===== src/rtl/change_dispenser_if.sv =====
// Refund-request and coin-hopper signal bundle for change_dispenser.
// master = requester/hopper side, slave = the dispenser itself.
interface change_dispenser_if;
    logic       refund_valid;
    logic [7:0] refund_amount;
    logic       refund_ready;
    logic       empty_5;
    logic       empty_10;
    logic       empty_50;
    logic       coin_valid;
    logic [1:0] coin_type;
    logic       coin_ack;
    logic       done;
    logic       err;
    logic [7:0] paid_total;
    logic [7:0] shortfall;

    modport master (
        output refund_valid, refund_amount, empty_5, empty_10, empty_50, coin_ack,
        input  refund_ready, coin_valid, coin_type, done, err, paid_total, shortfall
    );

    modport slave (
        input  refund_valid, refund_amount, empty_5, empty_10, empty_50, coin_ack,
        output refund_ready, coin_valid, coin_type, done, err, paid_total, shortfall
    );
endinterface


===== src/rtl/change_dispenser.sv =====
// Greedy coin refund sequencer (50/10/5) driving a coin hopper one coin at a time.
// Optional macro COIN_TIMEOUT_EN adds an ISSUE-state ack timeout (parameter ACK_TIMEOUT).
module change_dispenser (
    input  logic                     clk,
    input  logic                     rst,
    change_dispenser_if.slave        bus
);
`ifdef COIN_TIMEOUT_EN
    parameter int unsigned ACK_TIMEOUT = 1000;
`endif

    typedef enum logic [2:0] {IDLE, SELECT, ISSUE, DONE, FAULT} state_t;

    // Index 0/1/2 matches coin_type encoding 5/10/50.
    localparam logic [2:0][7:0] COIN_VAL = {8'd50, 8'd10, 8'd5};

    state_t     state_reg;
    logic [7:0] remaining_reg;
    logic [7:0] paid_reg;
    logic [7:0] short_reg;
    logic       coin_valid_reg;
    logic [1:0] coin_type_reg;
    logic       done_reg;
    logic       err_reg;
    logic       ready_reg;
`ifdef COIN_TIMEOUT_EN
    logic [15:0] wait_cnt_reg;
`endif

    logic [2:0] empty_vec;
    logic [2:0] coin_ok;
    logic [1:0] pick_type;

    assign empty_vec = {bus.empty_50, bus.empty_10, bus.empty_5};

    genvar gi;
    generate
        for (gi = 0; gi < 3; gi++) begin : g_coin_ok
            assign coin_ok[gi] = (remaining_reg >= COIN_VAL[gi]) && !empty_vec[gi];
        end
    endgenerate

    // Largest usable denomination wins.
    always_comb begin
        pick_type = 2'b00;
        if (coin_ok[2])
            pick_type = 2'b10;
        else if (coin_ok[1])
            pick_type = 2'b01;
    end

    function automatic logic [7:0] coin_value(input logic [1:0] ct);
        case (ct)
            2'b10:   return 8'd50;
            2'b01:   return 8'd10;
            default: return 8'd5;
        endcase
    endfunction

    always_ff @(posedge clk) begin
        if (rst) begin
            state_reg      <= IDLE;
            remaining_reg  <= 8'd0;
            paid_reg       <= 8'd0;
            short_reg      <= 8'd0;
            coin_valid_reg <= 1'b0;
            coin_type_reg  <= 2'b00;
            done_reg       <= 1'b0;
            err_reg        <= 1'b0;
            ready_reg      <= 1'b0;
`ifdef COIN_TIMEOUT_EN
            wait_cnt_reg   <= 16'd0;
`endif
        end else begin
            done_reg <= 1'b0;
            err_reg  <= 1'b0;
            unique case (state_reg)
                IDLE: begin
                    ready_reg <= 1'b1;
                    if (bus.refund_valid && ready_reg) begin
                        remaining_reg <= bus.refund_amount;
                        paid_reg      <= 8'd0;
                        short_reg     <= 8'd0;
                        ready_reg     <= 1'b0;
                        state_reg     <= SELECT;
                    end
                end
                SELECT: begin
                    // Remaining stays a multiple of 5 after the first check, so
                    // only an unpayable request can trip the modulo test.
                    if ((remaining_reg % 8'd5) != 8'd0) begin
                        state_reg <= FAULT;
                        done_reg  <= 1'b1;
                        err_reg   <= 1'b1;
                        short_reg <= remaining_reg;
                    end else if (remaining_reg == 8'd0) begin
                        state_reg <= DONE;
                        done_reg  <= 1'b1;
                        short_reg <= 8'd0;
                    end else if (coin_ok != 3'b000) begin
                        state_reg      <= ISSUE;
                        coin_valid_reg <= 1'b1;
                        coin_type_reg  <= pick_type;
`ifdef COIN_TIMEOUT_EN
                        wait_cnt_reg   <= 16'd0;
`endif
                    end else begin
                        state_reg <= FAULT;
                        done_reg  <= 1'b1;
                        err_reg   <= 1'b1;
                        short_reg <= remaining_reg;
                    end
                end
                ISSUE: begin
                    if (bus.coin_ack) begin
                        remaining_reg  <= remaining_reg - coin_value(coin_type_reg);
                        paid_reg       <= paid_reg + coin_value(coin_type_reg);
                        coin_valid_reg <= 1'b0;
                        state_reg      <= SELECT;
                    end
`ifdef COIN_TIMEOUT_EN
                    else if (wait_cnt_reg == 16'(ACK_TIMEOUT - 1)) begin
                        coin_valid_reg <= 1'b0;
                        state_reg      <= FAULT;
                        done_reg       <= 1'b1;
                        err_reg        <= 1'b1;
                        short_reg      <= remaining_reg;
                    end else begin
                        wait_cnt_reg <= wait_cnt_reg + 16'd1;
                    end
`endif
                end
                DONE, FAULT: begin
                    state_reg <= IDLE;
                    ready_reg <= 1'b1;
                end
                default: state_reg <= IDLE;
            endcase
        end
    end

    assign bus.refund_ready = ready_reg;
    assign bus.coin_valid   = coin_valid_reg;
    assign bus.coin_type    = coin_type_reg;
    assign bus.done         = done_reg;
    assign bus.err          = err_reg;
    assign bus.paid_total   = paid_reg;
    assign bus.shortfall    = short_reg;
endmodule


===== src/flat_wrapper.sv =====
// flat-port wrapper written by rule: the top's interface ports become plain ports
module change_dispenser_flat 
  (clk, rst, bus_refund_valid, bus_refund_amount, bus_empty_5, bus_empty_10, bus_empty_50, bus_coin_ack, bus_refund_ready, bus_coin_valid, bus_coin_type, bus_done, bus_err, bus_paid_total, bus_shortfall);
  change_dispenser_if bus_i ();
  input  logic clk;
  input  logic rst;
  input wire logic [$bits(bus_i.refund_valid)-1:0] bus_refund_valid;
  input wire logic [$bits(bus_i.refund_amount)-1:0] bus_refund_amount;
  input wire logic [$bits(bus_i.empty_5)-1:0] bus_empty_5;
  input wire logic [$bits(bus_i.empty_10)-1:0] bus_empty_10;
  input wire logic [$bits(bus_i.empty_50)-1:0] bus_empty_50;
  input wire logic [$bits(bus_i.coin_ack)-1:0] bus_coin_ack;
  output wire logic [$bits(bus_i.refund_ready)-1:0] bus_refund_ready;
  output wire logic [$bits(bus_i.coin_valid)-1:0] bus_coin_valid;
  output wire logic [$bits(bus_i.coin_type)-1:0] bus_coin_type;
  output wire logic [$bits(bus_i.done)-1:0] bus_done;
  output wire logic [$bits(bus_i.err)-1:0] bus_err;
  output wire logic [$bits(bus_i.paid_total)-1:0] bus_paid_total;
  output wire logic [$bits(bus_i.shortfall)-1:0] bus_shortfall;
  assign bus_i.refund_valid = bus_refund_valid;
  assign bus_i.refund_amount = bus_refund_amount;
  assign bus_i.empty_5 = bus_empty_5;
  assign bus_i.empty_10 = bus_empty_10;
  assign bus_i.empty_50 = bus_empty_50;
  assign bus_i.coin_ack = bus_coin_ack;
  assign bus_refund_ready = bus_i.refund_ready;
  assign bus_coin_valid = bus_i.coin_valid;
  assign bus_coin_type = bus_i.coin_type;
  assign bus_done = bus_i.done;
  assign bus_err = bus_i.err;
  assign bus_paid_total = bus_i.paid_total;
  assign bus_shortfall = bus_i.shortfall;
  change_dispenser u_core (.clk(clk), .rst(rst), .bus(bus_i));
endmodule

===== config.mk =====
export PLATFORM = sky130hd
export DESIGN_NAME = change_dispenser_flat
export DESIGN_NICKNAME = d
export VERILOG_FILES = /design/src/rtl/change_dispenser_if.sv /design/src/rtl/change_dispenser.sv /design/src/flat_wrapper.sv
export SDC_FILE = /design/constraint.sdc
export NUM_CORES = 1
export LEC_CHECK = 0
export ABC_AREA = 1
export CAP_MARGIN = 10
export CORE_MARGIN = 2
export CORE_UTILIZATION = 44
export CTS_BUF_LIST = sky130_fd_sc_hd__clkbuf_2 sky130_fd_sc_hd__clkbuf_4 sky130_fd_sc_hd__clkbuf_8
export DETAILED_ROUTE_END_ITERATION = 10
export DONT_BUFFER_PORTS = 1
export MAX_ROUTING_LAYER = met4
export PLACE_DENSITY_LB_ADDON = 0.12
export SLEW_MARGIN = 10
export SYNTH_ARGS = -nofsm -noshare
export SYNTH_HDL_FRONTEND = slang
export SYNTH_SLANG_ARGS = --single-unit

===== constraint.sdc =====
create_clock -name clk -period 9.5 [get_ports clk]
set_input_delay 1.425 -clock clk [delete_from_list [all_inputs] [get_ports clk]]
set_output_delay 1.425 -clock clk [all_outputs]
set_load 0.02 [all_outputs]

==> results.txt, run 1 <==
The run finished with clean final reports. The fraction of layout instances using a drive strength above 1 came out at between 10% and 20%. The clock-pin slew on the worst setup and hold paths is around 0.080 ns.

The leakage power of the design is roughly 1.3 nW. The hold violation total from the final report came to 0. The post-synthesis instance area is between 2000 and 2500 um^2. The post-CTS setup buffer count came out at 0. Setup total negative slack on the finished layout was measured at 0 ns.

The number of iterations in the first detailed-routing pass is 4. The number of top-level design ports is 37. The area growth from synthesis to final layout is 5.83%.

Routability-driven placement finished with a final weighted congestion of 0.857. Data on the critical path is required at its endpoint by around 9.7 ns. The final layout net count came out at 411. On the worst path, the slowest cell contributes a delay of around 0.49 ns. Wires add up to approximately 5.8 mm. The final worst slack is 6.08 ns. The average instance in the mapped netlist occupies 6.64 um^2.

After detailed routing, the average wire length per cell comes to 12.9 um. For flop-to-flop paths, the worst setup slack is roughly 6.1 ns. Subtracting the final worst setup slack from the clock period gives 3.42 ns. The HPWL after detailed placement came out at 4.56 mm. The max-slew violation count came out at 0. The final number of setup-violating endpoints came out at 0. The number of fill cells in the layout came out at 587.

For the final database, setup skew stands at 0.00983 ns. The part of the power in registers is between 20% and 30%. The global-route wire length before repair is 9.99 mm.

The power density relative to cell area is approximately 280 nW/um^2. The post-placement cell area came out at between 2000 and 3000 um^2. In the synthesized netlist the dominant register cell turns out to be sky130_fd_sc_hd__dfxtp_1.

The commonest cells after synthesis are sky130_fd_sc_hd__nand2_1 (84), sky130_fd_sc_hd__inv_1 (54), sky130_fd_sc_hd__nor2_1 (54), sky130_fd_sc_hd__dfxtp_1 (33), sky130_fd_sc_hd__a21oi_1 (23). The maximum clock frequency came out at 293 MHz. The biggest area contributor in the post-synthesis netlist is sky130_fd_sc_hd__dfxtp_1. The number of clock buffers inserted by TritonCTS came out at 5. In this run the worst path has a maximum fanout of 14. The part of the total power dissipated in the clock network came out at 14.7%.

The normalized max-slew margin came out at between 50% and 60%. STA classifies the critical path endpoint as a flop. For the worst-skew pair, the clock arrives at the later sink with an insertion delay of between 0.2 and 0.3 ns. The die covers 6280 um^2. Among all cell types in the netlist, the one instantiated most often is sky130_fd_sc_hd__nand2_1. The floorplan die width came out at 79.2 um. Per report_power, the combinational group accounts for 57.7% of the total. After detailed routing, the number of vias per cell comes to approximately 5. The cell area after layout came out at 2640 um^2. In this run, synthesis inferred 0 flip-flops with an integrated enable.

The number of antenna violations at the first check in global routing came to 0. The number of global-route vias before repair is about 2200. The min-delay analysis places its worst path in the category reg2reg.

The number of antenna diodes in the final layout is 0. The slowest library cell on the worst path is sky130_fd_sc_hd__dfxtp_1. The sequential cell area is 661 um^2. The total internal power came out at 0.359 mW. After layout, the design draws a total of 0.737 mW. The overflow left after global routing is 0. The number of design rule violations left after detail routing came out at 0. The count of routing violations after the opening detailed-route iteration is around 140. The total area inside the core boundary comes to 5470 um^2.

The register bit total from synthesis is 33. The post-synthesis instance total came out at around 380. The synthesized net count is 408. The combined area of the multi-input logic cells is 1560 um^2. The pre-CTS setup slack came out at 6.10 ns. For this run, asynchronously set or reset flops after synthesis account for 0%.

The hold buffer count at CTS is 0. In this run the remaining antenna-violating nets after routing total 0. The number of placement rows is 27.

The critical path data arrival time came out at 3.61 ns. The vias after detailed routing is 2284. Setup repair after global routing left no endpoint under its margin. The number of input and output port buffers inserted came out at 0. The clock sink count is 33.

The peak supply drop is 0.0995 mV. The count of instances resized after the clock tree is built came out at 0. The net switching power of the design came out at 0.377 mW. In this run the number of H-tree levels came out at 2.

The maximum clock insertion buffer count is 2. The transition at the pin with the smallest max-transition slack is 0.655 ns. The total of max-cap violations is 0. The worst setup path is of the reg2reg kind.

The period utilization came out at 36.0%. The worst setup path is launched from a flop. Counting distinct cell types in the post-synthesis netlist gives 42. The tree is rooted in a sky130_fd_sc_hd__clkbuf_8. The switching part of the total power is 51.2%. The maximum number of pins on one net before global-route repair is 22. By area the synthesized netlist is led by sky130_fd_sc_hd__dfxtp_1 (27%), sky130_fd_sc_hd__nand2_1 (13%), sky130_fd_sc_hd__inv_1 (8.1%).

The vertical extent of the die came out at 79.2 um. The fraction of the core area covered by cells at the end of the flow came out at 48.1%. The initial core utilization is a little under half.

For this run, the number of Yosys warnings is 0. The proportion of synthesized chip area in sequential cells is between 20% and 30%. The global-route total usage across every layer came out at 20.7%. TritonCTS built the clock tree.

The top-area cell type share of the netlist area came out at 26.5%.
[cells in the final DEF, fill, tap and decap left out, types with 3 or more instances in the layout]
cell type,n
sky130_fd_sc_hd__ha_1,16
sky130_fd_sc_hd__a211oi_1,4
sky130_fd_sc_hd__clkbuf_8,5
sky130_fd_sc_hd__nand2_2,10
sky130_fd_sc_hd__a221oi_1,3
sky130_fd_sc_hd__inv_2,5
sky130_fd_sc_hd__nand3_1,18
sky130_fd_sc_hd__nor3_1,4
sky130_fd_sc_hd__nand2_4,5
sky130_fd_sc_hd__a21oi_1,23
sky130_fd_sc_hd__dfxtp_1,33
sky130_fd_sc_hd__nor2_1,54
sky130_fd_sc_hd__inv_1,54
sky130_fd_sc_hd__nand2_1,84
sky130_fd_sc_hd__nand3_2,7
sky130_fd_sc_hd__o21ai_0,11
sky130_fd_sc_hd__a31oi_1,5
sky130_fd_sc_hd__nand4_1,6
[logic make-up (layout without fill, tap and decap cells)]
group | after synthesis | count (layout) | synth area share [%]
buffers and inverters | 66 | 70 | 10.8
AND/OR/NAND/NOR | 199 | 199 | 38.4
adder cells (fa/ha/maj) | 18 | 18 | 9.65
XOR/XNOR | 4 | 4 | 1.41
flip-flops | 33 | 33 | 26.5
AO/OA/AOI/OAI | 55 | 55 | 13.3
[per-layer routing]
layer / track usage, % / vias to the layer above / wire [um] / share of wire, %
li1: - / 1218 / - / -
met1: 25.6 / 1031 / 2760 / 47
met2: 33.9 / 29 / 2800 / 48
met3: 4.66 / 6 / 201 / 3.4
met4: 6.21 / 0 / 82 / 1.4
met5: - / - / 0 / 0
[final cells by class]
| cell class | count | area share (%) |
|---|---|---|
| Multi-Input combinational cell | 276 | 59.3 |
| Sequential cell | 33 | 25.1 |
| Inverter | 61 | 8.69 |
| Tap cell | 72 | 3.42 |
| Clock buffer | 5 | 2.61 |
| Clock inverter | 3 | 0.665 |
| Timing Repair Buffer | 1 | 0.285 |
[final timing paths]
kind	start	end	cells after the start
min reg2reg	u_core.remaining_reg[0]	u_core.remaining_reg[0]	2
max reg2reg	u_core.remaining_reg[6]	u_core.bus.shortfall[0]	29
max	u_core.remaining_reg[6]	u_core.bus.shortfall[0]	29
min	u_core.remaining_reg[0]	u_core.remaining_reg[0]	2
[per-stage QoR]
stage	hold slack (ns)	std cells
floorplan	0.469	375
global placement	0.474	443
detailed placement	0.481	443
CTS	0.493	451
global route	0.511	451
finish	0.501	451
[power by group through the flow]
stage | registers (mW) | logic, mW | clock network [mW]
detailed placement | 0.207 | 0.425 | 0
finish | 0.203 | 0.425 | 0.108
global placement | 0.207 | 0.423 | 0
global route | 0.207 | 0.484 | 0.117
floorplan | 0.199 | 0.373 | 0
CTS | 0.204 | 0.427 | 0.111
[critical path: cells and delay by family, from the launching register on]
| family | cells | cell delay [ns] |
|---|---|---|
| and+or+nand+nor | 24 | 2.36 |
| buffers and inverters | 4 | 0.29 |
| DFF | 1 | 0.49 |
| adders and majority gates | 1 | 0.18 |
Note: power is estimated with default switching activity, not from simulation.
==> run 2, diff against run 1 <==
==> constraint.sdc (replaced) <==
create_clock -name clk -period 3.1 [get_ports clk]
set_input_delay 0.465 -clock clk [delete_from_list [all_inputs] [get_ports clk]]
set_output_delay 0.465 -clock clk [all_outputs]
set_load 0.02 [all_outputs]
==> results.txt, run 2 (synthesized netlist as in run 1, its figures left out) <==
The count of inserted antenna diode cells was 0 (unchanged). The met2 layer usage reported by global route is 35.8% (was 33.9%). The hold buffer count at CTS came out at 0 (unchanged). The total chip power came out at 2.72 mW (was 0.737 mW). The clock latency on the worst-skew pair came out at 0.29 ns (about the same). The critical register-to-register path endpoint was u_core.bus.shortfall[5] (was u_core.bus.shortfall[0]). The final layout net count came out at 436 (was 411).

The capturing instance or port of the critical path is u_core.bus.shortfall[5] (was u_core.bus.shortfall[0]). The CTS tree is done (unchanged). The worst hold path depth came out at 1 (was 2).

The origin of the critical flop-to-flop path was u_core.remaining_reg[5] (was u_core.remaining_reg[6]). The overflow left after global routing is 0 (unchanged). The number of clock buffers inserted by TritonCTS came out at 5 (unchanged). The period utilization is 98.4% (was 36.0%). Unrepaired setup endpoints after global routing: true (was false). The setup total negative slack came out at 0 ns (unchanged). The clock-pin slew on the worst setup and hold paths is 0.08 ns (about the same). The maximum clock frequency is 328 MHz (was 293 MHz). Status: finished clean (unchanged). The total wirelength of the detailed-routed design came to 6.22 mm (was 5.84 mm). The normalized max-slew margin is 47.0% (was 56.0%).

The HPWL after detailed placement is 4.74 mm (was 4.56 mm). The global-route total usage across every layer came out at 21.0% (was 20.7%). The maximum clock insertion buffer count came to 2 (unchanged). The start point of the critical path is u_core.remaining_reg[5] (was u_core.remaining_reg[6]). The final number of setup-violating endpoints came out at 0 (unchanged).

The met1 usage came out at 24.7% (was 25.6%). The fraction of layout instances using a drive strength above 1 came out at 24.5% (was 12.1%). The number of placement rows came out at 27 (unchanged).

The path depth of the worst reg2reg path was 28 (was 29). The maximum number of pins on one net before global-route repair came out at 22 (unchanged). The floorplan die width was 79.2 um (unchanged).

The core region area is 5470 um^2 (unchanged). The vias after detailed routing is 2396 (was 2284). The pre-CTS setup slack was -0.0985 ns (was 6.10 ns). The root buffer cell was sky130_fd_sc_hd__clkbuf_8 (unchanged). The number of fill cells in the layout came out at 562 (was 587). The wire length per cell after detailed routing came out at 13.1 um (was 12.9 um). The class of the most critical setup path was reg2reg (unchanged). The hold violation total from the final report came out at 0 (unchanged).

The number of iterations in the first detailed-routing pass is 4 (unchanged). The number of input and output port buffers inserted came out at 0 (unchanged). The die area came out at 6280 um^2 (unchanged). The slowest library cell on the worst path is sky130_fd_sc_hd__dfxtp_4 (was sky130_fd_sc_hd__dfxtp_1).

The area growth from synthesis to final layout came out at 19.5% (was 5.83%). The required time reported for the critical path endpoint is 3.29 ns (was 9.70 ns). The routed via count divided by cell count is 5.03 (was 5.06).

The final worst slack came out at 0.0509 ns (was 6.08 ns). The total of max-cap violations is 0 (unchanged). The vertical extent of the die is 79.2 um (unchanged). The number of global-route vias before repair is 2266 (was 2205). The setup slack of the most critical reg-to-reg path came to 0.05 ns (was 6.08 ns). Most used cells in the layout excluding fill and tap cells: sky130_fd_sc_hd__nand2_1 (72), sky130_fd_sc_hd__nor2_1 (54), sky130_fd_sc_hd__inv_1 (50), sky130_fd_sc_hd__dfxtp_1 (29), sky130_fd_sc_hd__buf_4 (25) (was sky130_fd_sc_hd__nand2_1 (84), sky130_fd_sc_hd__inv_1 (54), sky130_fd_sc_hd__nor2_1 (54), sky130_fd_sc_hd__dfxtp_1 (33), sky130_fd_sc_hd__a21oi_1 (23)). The post-placement cell area was 2680 um^2 (was 2550 um^2).

The met3 usage in global routing is 4.66% (unchanged). The transition at the pin with the smallest max-transition slack was 0.788 ns (was 0.655 ns). The cell area after layout is 2980 um^2 (was 2640 um^2). The number of top-level design ports is 37 (unchanged). The post-route minimum period was 3.05 ns (was 3.42 ns).

The combined area of the multi-input logic cells is 1700 um^2 (was 1560 um^2). The setup clock skew after layout is 0.0113 ns (was 0.00983 ns). The peak-usage layer in the global routing report is met2 (unchanged). The max-slew violation count came to 0 (unchanged). The critical path launch point type is a flop (unchanged). The type of element capturing the critical path is a flop (unchanged).

The class of the most critical hold timing path is in2reg (was reg2reg). The clock sink count came out at 33 (unchanged). By instance count, the cell type seen most on the critical path is sky130_fd_sc_hd__nand2_4. The final standard cell count with taps included and fillers excluded is 476 (was 451). The critical path data arrival time was 3.24 ns (was 3.61 ns).

The count of routing violations after the opening detailed-route iteration is 100 (was 139). The leakage power of the design is 1.42 nW (was 1.28 nW). The number of antenna violations at the first check in global routing came to 0 (unchanged). The number of instances in the placed design is 461 (was 443). The weighted congestion at the end of routability-driven global placement is 0.814 (was 0.857). The initial core utilization came to 45.5% (unchanged). The critical-path maximum fanout came out at 7 (was 14).

The stage delay of the slowest cell on the critical path came to 0.36 ns (was 0.49 ns). The most common library cell in the layout ignoring fill and taps is sky130_fd_sc_hd__nand2_1 (unchanged). The remaining antenna violation count after routing was 0 (unchanged).

The peak supply drop came to 0.434 mV (was 0.0995 mV). The maximum level of the CTS H-tree came out at 2 (unchanged). The number of design rule violations left after detail routing came out at 0 (unchanged). The sequential cell area came to 673 um^2 (was 661 um^2). The global-route wire length before repair is 10.1 mm (was 9.99 mm). The power density relative to cell area came out at 913 nW/um^2 (was 280 nW/um^2).
-- run 2: worst min-delay path by stage --
stage,start,end
detailed placement,u_core.remaining_reg[0],u_core.remaining_reg[0]
CTS,rst,u_core.bus.paid_total[0]
global placement,u_core.remaining_reg[0],u_core.remaining_reg[0]
finish,rst,u_core.bus.paid_total[3]
global route,rst,u_core.remaining_reg[1]
floorplan,u_core.remaining_reg[0],u_core.remaining_reg[0]
-- run 2: area by class of cell --
| type | instances | area share, % |
|---|---|---|
| well taps | 72 | 3.03 |
| clock inverters | 3 | 0.589 |
| flip-flops and latches | 33 | 22.6 |
| clock buffers | 5 | 2.31 |
| repair buffers | 25 | 6.31 |
| inverters | 61 | 7.95 |
| multi-input cells | 277 | 57.2 |
-- run 2: repair_timing --
action / in CTS / in global routing
gates cloned: 1 / 0
hold endpoints to repair: 0 / 0
gates resized for setup: 8 / 37
setup endpoints to repair: 13 / 15
buffers inserted: 0 / 6
pin swaps: 1 / 20
-- run 2: stage by stage --
step,hold WS (ns),util [%]
2_1_floorplan,0.469,-
3_3_place_gp,0.470,49.0
3_5_place_dp,0.481,49.0
4_1_cts,0.228,51.1
5_1_grt,0.222,54.4
6_report,0.239,54.4
-- run 2: power breakdown --
part	leakage, nW	internal [mW]	switching [mW]
Combinational	1.11	0.726	1.04
Sequential	0.271	0.500	0.122
Clock	0.0439	0.155	0.170
Total	1.42	1.38	1.33
-- run 2: layer usage --
layer	up-vias	wire, um
li1	1265	-
met5	-	0
met3	10	255
met1	1082	2860
met2	39	3010
met4	0	93
-- run 2: critical path, delay by kind of cell, from the launching register on --
family	cells	cell delay, ns
and+or+nand+nor	24	2.25
buffers and inverters	3	0.16
DFF	1	0.36
adders and majority gates	1	0.15
==> patch 1 (flow settings as in run 2) <==
Build with the macro `COIN_TIMEOUT_EN` defined.
--- a/src/rtl/change_dispenser.sv
+++ b/src/rtl/change_dispenser.sv
@@ -1,4 +1,6 @@
 // Greedy coin refund sequencer (50/10/5) driving a coin hopper one coin at a time.
 // Optional macro COIN_TIMEOUT_EN adds an ISSUE-state ack timeout (parameter ACK_TIMEOUT).
+`define COIN_TIMEOUT_EN
+
 module change_dispenser (
     input  logic                     clk,
Formal check against the unedited RTL: same outputs for any inputs over 4 cycles, from zero or initial values and one cycle with rst high; that may be too few to reach the edited logic, so the function may still have changed.
==> patch 1 against run 2 <==
- the flow now finishes with violations (setup timing)
- routed wire length rose by 40%
- power rose by 100%
- sequential cell count rose by 16
- combinational power grew 130%
- sequential share of layout area increased by 1.5 points
- design area is 39% higher
- non-clock buffer count up 13
- synthesized area increased by 38%
- sequential power increased by 51%
- setup slack got worse by 0.11 ns
- cell count rose by 38%
- utilization fell by 0.47 points
- largest cell class unchanged
==> patch 1: results (changes against run 2) <==
- Setup TNS: -0.247 ns (was 0 ns)
- Buffering overhead: 7.80% (was 6.31%)
- Dpl cell area: 0.00369 mm^2 (was 0.00268 mm^2)
- Final setup fails: 13 (was 0)
- Tap Count: 102 (was 72)
- Final nets: 586 (was 436)
- M1 GR Usage: 26.5% (was 24.7%)
- Wl on met1: 3930 um (was 2860 um)
- Tot GR Track Use: 21.5% (was 21.0%)
- Met2 WL post-DR: 4290 um (was 3010 um)
- Finished Layout Cells: 655 (was 476)
- Clock Power Share: 8.9% (was 12.0%)
- Vias: 3357 (was 2396)
- Ant. Diodes: 0 (unchanged)
- Syn_area_per_cell: 6.61 um^2 (was 6.64 um^2)
- Combinational power share: 73.9% (was 65.1%)
- Inst Count DP: 635 (was 461)
- Share of cells above drive strength 1: 21.3% (was 24.5%)
- Post-synthesis sequential area ratio: 28.5% (was 26.5%)
- Multi-input comb cells: 392 (was 277)
- Slew @ Worst Pin: 0.606 ns (was 0.788 ns)
- Met3 WL: 415 um (was 255 um)
- Clock-cell share: 2.73% (was 2.90%)
- Synth area leaders: dfxtp_1 29%, nand2_1 12%, a21oi_1 7.1% (was dfxtp_1 27%, nand2_1 13%, inv_1 8.1%)
- Routing usage on met3: 3.91% (was 4.66%)
- Status: finished with violations (was finished, final reports clean)
- Worst vdd ir: 686 uV (was 434 uV)
- Pre-CTS WS: -0.218 ns (was -0.0985 ns)
- Bufs w/o clock: 38 (was 25)
- Switching Share: 51.4% (was 49.1%)
- CP max stage delay: 0.38 ns (was 0.36 ns)
- Nonclk inv count: 66 (was 61)
- FF+latch area: 992 um^2 (was 673 um^2)
- Gp weighted congestion: 0.904 (was 0.814)
- Post-DP HPWL: 6490 um (was 4740 um)
- CTS-repair resized insts: 32 (was 8)
- DR iter-0 viols: 127 (was 100)
- Clock skew: 0.0165 ns (was 0.0113 ns)
- Failing checks: setup timing
- Largest net degree at the start of global routing: 38 (was 22)
- FF+latch count, synth: 49 (was 33)
- Worst endpoint data arrival time: 3.38 ns (was 3.24 ns)
- Post-CTS setup buffers: 5 (was 0)
- Worst setup margin: -0.0572 ns (was 0.0509 ns)
- Drt pass-1 iters: 4 (unchanged)
- Seq pwr: 0.940 mW (was 0.623 mW)
- Syn nets: 554 (was 408)
- Met2 Usage GRT: 36.7% (was 35.8%)
- Fill count: 766 (was 562)
==> patch 1: worst paths after layout <==
kind	startpoint	endpoint	slack [ns]	depth (start not counted)
worst min register to register	u_core.wait_cnt_reg[3]$_SDFFE_PP0P_	u_core.wait_cnt_reg[3]$_SDFFE_PP0P_	0.48	2
worst max-delay path	u_core.remaining_reg[7]$_SDFFE_PP0P_	u_core.wait_cnt_reg[1]$_SDFFE_PP0P_	-0.06	28
worst min-delay path	rst	u_core.bus.coin_valid$_SDFFE_PP0P_	0.19	1
worst max register to register	u_core.remaining_reg[7]$_SDFFE_PP0P_	u_core.wait_cnt_reg[1]$_SDFFE_PP0P_	-0.06	28
==> patch 1: cells by family after synthesis <==
family,Yosys count,synth area share [%]
simple gates,273,36.2
compound gates,82,13.4
xor+xnor,18,4.59
buf+inv,79,9.94
flops,49,28.5
fa+ha+maj,19,7.35
==> patch 2 (flow settings as in run 2) <==
Made on the original files. Encoding of `state_t`: now one-hot (5 bits for 5 states).
--- a/src/rtl/change_dispenser.sv
+++ b/src/rtl/change_dispenser.sv
@@ -10,5 +10,5 @@
 `endif
 
-    typedef enum logic [2:0] {IDLE, SELECT, ISSUE, DONE, FAULT} state_t;
+    typedef enum logic [4:0] {IDLE = 5'b00001, SELECT = 5'b00010, ISSUE = 5'b00100, DONE = 5'b01000, FAULT = 5'b10000} state_t;
 
     // Index 0/1/2 matches coin_type encoding 5/10/50.
Check against the original RTL: no difference found for any inputs over 4 cycles, from zero or initial values and one cycle with rst high; so few cycles prove little.
==> patch 2 against run 2 <==
- setup slack improved by 0.014 ns
- power up 23%
- routed wire length up 6.6%
- design area increased by 4.2%
- hold slack got worse by 0.0083 ns
- cell count up 4.8%
- synthesized area grew 5.6%
- via count grew 5.2%
- sequential cell count increased by 2
- critical path type unchanged
- largest cell class unchanged
==> patch 2: results (changes against run 2) <==
- Slew @ Worst Pin: 0.629 ns (was 0.788 ns)
- Most frequent CP cell: nand2_2 (was nand2_4)
- Synth area leaders: dfxtp_1 27%, nand2_1 13%, inv_1 7.7% (was dfxtp_1 27%, nand2_1 13%, inv_1 8.1%)
- M1 GR Usage: 24.9% (was 24.7%)
- Clock Power Share: 10.1% (was 12.0%)
- Commonest cells in the netlist: 91 x nand2_1, 54 x inv_1, 49 x nor2_1 (was 84 x nand2_1, 54 x inv_1, 54 x nor2_1)
- Routed wire length: 6620 um (was 6220 um)
- Routing usage on met3: 4.22% (was 4.66%)
- Wl on met1: 2980 um (was 2860 um)
- Met2 WL post-DR: 3340 um (was 3010 um)
- Post-synthesis sequential area ratio: 26.6% (was 26.5%)
- Tot GR Track Use: 20.7% (was 21.0%)
- Leak: 1.49 nW (was 1.42 nW)
- Final nets: 456 (was 436)
- Peak Freq: 330 MHz (was 328 MHz)
- Gp weighted congestion: 0.876 (was 0.814)
- DR iter-0 viols: 74 (was 100)
- Status: finished, final reports clean (unchanged)
- First-pass GRT wire length: 10300 um (was 10100 um)
- Largest net degree at the start of global routing: 21 (was 22)
- Reg2reg end: u_core.bus.shortfall[1]$_SDFFE_PP0P_ (was u_core.bus.shortfall[5]$_SDFFE_PP0P_)
- Fill count: 581 (was 562)
- Worst vdd ir: 538 uV (was 434 uV)
- Seq pwr: 0.653 mW (was 0.623 mW)
- P_int: 1.62 mW (was 1.38 mW)
- Dpl cell area: 0.00282 mm^2 (was 0.00268 mm^2)
- Final hold slack: 0.231 ns (was 0.239 ns)
- FF+latch area: 713 um^2 (was 673 um^2)
- Inst Count DP: 486 (was 461)
- Worst endpoint data arrival time: 3.22 ns (was 3.24 ns)
## patch 2: cell types whose count changed after synthesis, moves of 4 or more
cell      delta
nand2_1      +7
buf_6        +5
nand3_1      +4
nand3b_1     +4
nor2_1       -5
## patch 2: cell families after synthesis
| kind of cell | after synthesis | synth area share (%) |
|---|---|---|
| xor gates and xnor gates | 7 | 2.33 |
| and+or+nand+nor | 210 | 37.9 |
| adders and majority gates | 18 | 9.13 |
| DFF | 35 | 26.6 |
| buffers and inverters | 71 | 11.8 |
| AOI/OAI and AO/OA | 57 | 12.2 |
## patch 2: layout make-up
| type | count | share of cell area [%] |
|---|---|---|
| clock buffer | 6 | 2.46 |
| sequential | 35 | 23.0 |
| multi-input combinational | 293 | 56.8 |
| clock inverter | 2 | 0.403 |
| inverter | 62 | 7.66 |
| timing repair buffer | 26 | 6.66 |
| tap | 75 | 3.03 |
## patch 2: timing repair
action	CTS	global route
setup endpoints to repair	11	15
resized for setup	3	40
buffers inserted	0	3
hold buffers	0	0
pin swaps	0	19
gates cloned	0	2
